**src/rtl/rv_pkg.sv**
```systemverilog
// rv_pkg: shared RV32I opcodes, 2-bit counter encodings and BTB entry layout.
package rv_pkg;
  localparam logic [6:0] OP_BRANCH = 7'b1100011;
  localparam logic [6:0] OP_JAL    = 7'b1101111;
  localparam logic [6:0] OP_JALR   = 7'b1100111;
  typedef enum logic [1:0] {SNT = 2'b00, WNT = 2'b01, WT = 2'b10, ST = 2'b11} ctr_t;
  // tag is sized for the smallest index; narrower tags are stored zero-extended
  typedef struct packed {
    logic        valid;
    logic [29:0] tag;
    logic [31:0] target;
    ctr_t        ctr;
  } btb_entry_t;
  function automatic ctr_t ctr_next(ctr_t c, logic up);
    return up ? (c == ST ? ST : ctr_t'(c + 2'd1)) : (c == SNT ? SNT : ctr_t'(c - 2'd1));
  endfunction
endpackage

```
**src/rtl/branch_predict_unit_btb_table.sv**
```systemverilog
// btb_table: direct-mapped BTB storage, two async read ports, one write port.
module btb_table
  import rv_pkg::*;
#(
  parameter int IDX_W = 4
) (
  input  logic             clk,
  input  logic             rst,
  input  logic [IDX_W-1:0] rd_idx_a,
  output btb_entry_t       rd_a,
  input  logic [IDX_W-1:0] rd_idx_b,
  output btb_entry_t       rd_b,
  input  logic             wr_en,
  input  logic [IDX_W-1:0] wr_idx,
  input  btb_entry_t       wr_data
);
  btb_entry_t mem [2**IDX_W];
  assign rd_a = mem[rd_idx_a];
  assign rd_b = mem[rd_idx_b];
  always_ff @(posedge clk or posedge rst)
    if (rst)
      for (int i = 0; i < 2**IDX_W; i++) mem[i] <= '{valid: 1'b0, tag: '0, target: '0, ctr: WNT};
    else if (wr_en)
      mem[wr_idx] <= wr_data;
endmodule

```
**src/rtl/branch_predict_unit.sv**
```systemverilog
// branch_predict_unit: fetch PC, BTB prediction and EX-stage branch resolution.
module branch_predict_unit
  import rv_pkg::*;
#(
  parameter logic [31:0] RESET_PC  = 32'h0000_0000,
  parameter int          BTB_IDX_W = 4
) (
  input  logic        clk,
  input  logic        rst,
  input  logic        stall,
  output logic [31:0] if_pc,
  output logic        if_pred_taken,
  output logic [31:0] if_pred_target,
  input  logic        ex_valid,
  input  logic [6:0]  ex_op,
  input  logic [31:0] ex_pc,
  input  logic [31:0] ex_imm,
  input  logic [31:0] ex_rs1,
  input  logic        ex_zero,
  input  logic        ex_pred_taken,
  input  logic [31:0] ex_pred_target,
  output logic        flush,
  output logic [31:0] br_count,
  output logic [31:0] mis_count
);
  btb_entry_t           if_e, ex_e, wr_e;
  logic                 if_hit, ex_hit, is_br, is_jalr, ctl, taken, mis, wr_en;
  logic [31:0]          target, next_pc;
  logic [BTB_IDX_W-1:0] if_idx, ex_idx;
  assign if_idx         = if_pc[BTB_IDX_W+1:2];
  assign ex_idx         = ex_pc[BTB_IDX_W+1:2];
  assign if_hit         = if_e.valid && if_e.tag == 30'(if_pc[31:BTB_IDX_W+2]);
  assign ex_hit         = ex_e.valid && ex_e.tag == 30'(ex_pc[31:BTB_IDX_W+2]);
  assign if_pred_taken  = if_hit && if_e.ctr[1];
  assign if_pred_target = if_hit ? if_e.target : if_pc + 32'd4;
  assign is_br          = ex_op == OP_BRANCH;
  assign is_jalr        = ex_op == OP_JALR;
  assign ctl            = ex_valid && (is_br || is_jalr || ex_op == OP_JAL);
  assign taken          = is_br ? ex_zero : 1'b1;
  assign target         = is_jalr ? (ex_rs1 + ex_imm) & ~32'd1 : ex_pc + ex_imm;
  assign mis            = ctl && (taken != ex_pred_taken || (taken && target != ex_pred_target));
  assign flush          = mis;
  assign next_pc        = mis ? (taken ? target : ex_pc + 32'd4) : stall ? if_pc : if_pred_target;
  // not-taken branches only touch the table when they already own the entry
  assign wr_en          = ctl && (taken || (is_br && ex_hit));
  always_comb begin
    wr_e.valid  = 1'b1;
    wr_e.tag    = 30'(ex_pc[31:BTB_IDX_W+2]);
    wr_e.target = taken ? target : ex_e.target;
    wr_e.ctr    = ex_hit ? (is_br ? ctr_next(ex_e.ctr, taken) : ex_e.ctr) : (is_br ? WT : ST);
  end
  btb_table #(.IDX_W(BTB_IDX_W)) u_btb (
    .clk      (clk),
    .rst      (rst),
    .rd_idx_a (if_idx),
    .rd_a     (if_e),
    .rd_idx_b (ex_idx),
    .rd_b     (ex_e),
    .wr_en    (wr_en),
    .wr_idx   (ex_idx),
    .wr_data  (wr_e)
  );
  always_ff @(posedge clk or posedge rst)
    if (rst) begin
      if_pc     <= RESET_PC;
      br_count  <= '0;
      mis_count <= '0;
    end else begin
      if_pc     <= next_pc;
      br_count  <= br_count + 32'(ctl);
      mis_count <= mis_count + 32'(mis);
    end
endmodule

```
**config.mk**
```make
export PLATFORM = sky130hd
export DESIGN_NAME = branch_predict_unit
export DESIGN_NICKNAME = d
export VERILOG_FILES = /design/src/rtl/rv_pkg.sv /design/src/rtl/branch_predict_unit_btb_table.sv /design/src/rtl/branch_predict_unit.sv
export SDC_FILE = /design/constraint.sdc
export NUM_CORES = 2
export LEC_CHECK = 0
export CAP_MARGIN = 20
export CORE_ASPECT_RATIO = 0.9
export CORE_MARGIN = 8
export CORE_UTILIZATION = 35
export CTS_CLUSTER_DIAMETER = 30
export DETAILED_ROUTE_END_ITERATION = 10
export GPL_TIMING_DRIVEN = 0
export PLACE_DENSITY = 0.48
export SYNTH_ARGS = -nofsm -noshare
export SYNTH_HDL_FRONTEND = slang
export SYNTH_SLANG_ARGS = --single-unit
```
**constraint.sdc**
```tcl
create_clock -name clk -period 55.5 [get_ports clk]
set_input_delay 8.325 -clock clk [delete_from_list [all_inputs] [get_ports clk]]
set_output_delay 8.325 -clock clk [all_outputs]
set_load 0.1 [all_outputs]
```
==> impl_results.md <==
* Status: completed
* Final setup vio count at 0
* Root Buffer: clkbuf_16
* Share of post-route cells with drive strength above 1 at 0.393
* Post-synthesis sequential area ratio at 0.422
* Clock Sinks at 1072
* Fmax at 43.4 MHz
* CP startpoint kind: primary input
* Yosys warns at 0
* Worst min path class: flop to flop
* CP endpoint kind: output pin
* Max Clock Skew at 0.0782 ns
* Crit Path Max Fanout at 5
* Max-Cap Viols at 0
* Hold buffer count at CTS at 0
* Area leader, netlist: dfrtp_1
* Crit path kind: primary input to output pin
* Final HPWL DP at 202000 µm
* Slew margin rel. at 0.103
* Clock-pin slew on the worst setup and hold paths at 0.05 ns
* Synth unique cells at 81
* Resized Gates After CTS at 0
* Area Growth Syn to Fin at 27.6%
* Worst-Skew Late Latency at 0.93 ns
* Setup bufs post-CTS at 0
* Post-synth ARST share at 1.00
* Final non-filler cell total at 7892
* Post-synth top flop: dfrtp_1
* Vias in the first global route at 48200
* Critical Path RT at 47.18 ns
* Syn Inst Count at 4604
* LEAKAGE at 36.1 nW
* Final net count at 5463
* Final Cell Area at 81200 µm²
* Gr ovfl total at 0
* Hold_ws at 0.464 ns
* Drt initial violations at 5198
* Mapped Area at 63600 µm²
* Power Dens Cells at 42.8 nW/µm²
* Routability cong. at 0.955
* Data arrival time of the worst path at 14.73 ns
* Final wirelength at 276000 µm
* Pre-CTS setup slack at 32.50 ns
* Avg Inst Size Synth at 13.8 µm²
* Crit share post-route at 0.415
* Input/output buffers at 268
* # DRC at 0
* Core ar. at 181000 µm²
* Worst slew pin tran at 1.31 ns
* Synth Register Bits at 1072
* Initial Utilization at 0.352
* Die area at 196000 µm²
* H-tree levels at 5
* ANT nets after route at 0
* Power, Total at 3.48 mW
* Post-synth top area share at 0.415
* Initial antenna violation count at 16
* DR WL/cell at 34.9 µm
* Core Rows at 148
* CTS max path bufs at 4
* Largest net degree at the start of global routing at 125
* DR vias/cell at 6.04
* Peak VDD IR at 0.0000433 V
* Number of synthesized flops with an enable pin at 0
* I/O Pins at 271
* Die X at 465 µm
* Global-route wire length before repair at 384000 µm
* Final Slew Violations at 0
* Final hold vios at 0
* Syn nets at 4817
* Via count at 47700
* Final core utilization at 0.449
* Die Span Y at 421 µm
* First-pass DRT Iterations at 6
* CTS Buf Count at 314
* Unrepaired setup endpoints after global routing: no
* Placed insts at 7331
* Ranking of synthesized cells by area: dfrtp_1 (42%), mux4_2 (21%), mux2_2 (13%), mux2_1 (3.9%), xnor2_1 (2.5%)
* Final worst slack at 32.45 ns
* TritonCTS clock tree: built
* Placed cell area at 70500 µm²
* Final min period at 23.05 ns
* GRT Overall Usage at 0.276
* Setup_tns at 0 ns
flip-flops by register name, summed over array words and instances, names as in the netlist:
register / flops
mis_count: 32
u_btb.mem: 976
br_count: 32
if_pc: 32
routing by layer:
metal | GRT usage | wire [µm] | share of wire | vias up
li1 | - | - | - | 19200
met1 | 0.380 | 117000 | 0.42 | 25400
met2 | 0.411 | 120000 | 0.44 | 2464
met3 | 0.0664 | 24000 | 0.087 | 610
met4 | 0.131 | 14900 | 0.054 | 0
met5 | 0 | 0 | 0 | -
path summary, 6_finish.rpt:
| check | start | end | slack [ns] | cells past startpoint |
|---|---|---|---|---|
| worst max-delay path | ex_pc[0] | flush | 32.45 | 16 |
| worst min-delay path | br_count[31]$_DFF_PP0_ | br_count[31]$_DFF_PP0_ | 0.46 | 1 |
| worst max register to register | if_pc[3]$_DFFE_PP0P_ | if_pc[25]$_DFFE_PP0P_ | 48.11 | 13 |
| worst min register to register | br_count[31]$_DFF_PP0_ | br_count[31]$_DFF_PP0_ | 0.46 | 1 |
| max in group asynchronous | rst | u_btb.mem[410]$_DFFE_PP0P_ | 45.00 | 6 |
| min in group asynchronous | rst | u_btb.mem[36]$_DFFE_PP0P_ | 7.85 | 2 |
Yosys cell counts, drive strengths merged, types with 70 or more instances:
| master | count |
|---|---|
| mux2 | 973 |
| buf | 200 |
| nand3 | 84 |
| ha | 70 |
| o21ai | 81 |
| dfrtp | 1056 |
| nand2 | 170 |
| xnor2 | 182 |
| clkbuf | 227 |
| nor2 | 133 |
| a21oi | 137 |
| mux4 | 604 |
placed cells by master, fill, tap and decap left out, drive strengths merged, types with 13 or more instances in the layout:
| master | synthesis | layout |
|---|---|---|
| dfrtp | 1056 | 1056 |
| mux2 | 973 | 973 |
| clkbuf | 227 | 650 |
| mux4 | 604 | 604 |
| clkdlybuf4s50 | 0 | 268 |
| buf | 200 | 261 |
| xnor2 | 182 | 182 |
| nand2 | 170 | 170 |
| a21oi | 137 | 137 |
| nor2 | 133 | 133 |
| nand3 | 84 | 84 |
| o21ai | 81 | 81 |
| ha | 70 | 70 |
| clkinv | 0 | 63 |
| mux2i | 61 | 61 |
| nand4 | 60 | 60 |
| xor2 | 57 | 57 |
| and3 | 50 | 50 |
| inv | 33 | 42 |
| nor3 | 40 | 40 |
| bufinv | 0 | 39 |
| o21a | 38 | 38 |
| o211ai | 34 | 34 |
| a21o | 26 | 26 |
| a31oi | 24 | 24 |
| or2 | 20 | 20 |
| o22ai | 19 | 19 |
| clkinvlp | 0 | 16 |
| dfstp | 16 | 16 |
| nand2b | 15 | 15 |
| a211oi | 15 | 15 |
| and4 | 14 | 14 |
| nor4 | 13 | 13 |
where the power goes:
part           internal (mW)  total [mW]  switching [mW]  leakage, nW
Combinational          0.238       0.798           0.560         16.0
Sequential             0.812       0.861          0.0480         14.8
Clock                   1.30        1.82           0.525         5.26
cells by family after synthesis:
kind of cell / share of synthesized area
mux: 0.395
flops: 0.422
simple gates: 0.0514
compound gates: 0.0470
buf+inv: 0.0347
xor+xnor: 0.0351
fa+ha+maj: 0.0145
worst max-delay path, cell delays in order:
cell and delay (ns):
clkdlybuf4s50_1 0.74, ha_1 0.26, inv_1 0.06, fa_1 0.40
nand2b_1 0.18, a211oi_1 0.58, o2111ai_1 0.40, a21oi_1 0.51
xnor2_1 0.14, a2111oi_0 1.12, a21oi_1 0.11, nor2_1 0.14
nand4b_1 0.12, nor4_1 0.34, a41oi_1 0.25, clkdlybuf4s50_1 1.03
layout make-up:
class / instances / area [µm²]
multi-input cells: 3072 / 34600
plain buffers: 427 / 2110
clock inverters: 127 / 1740
diodes: 8 / 20.0
well taps: 2400 / 3000
inverters: 33 / 131
flip-flops and latches: 1072 / 26800
fillers: 16400 / 99500
clock buffers: 423 / 8960
repair buffers: 330 / 3810
Power figures use the tool's default switching activity.
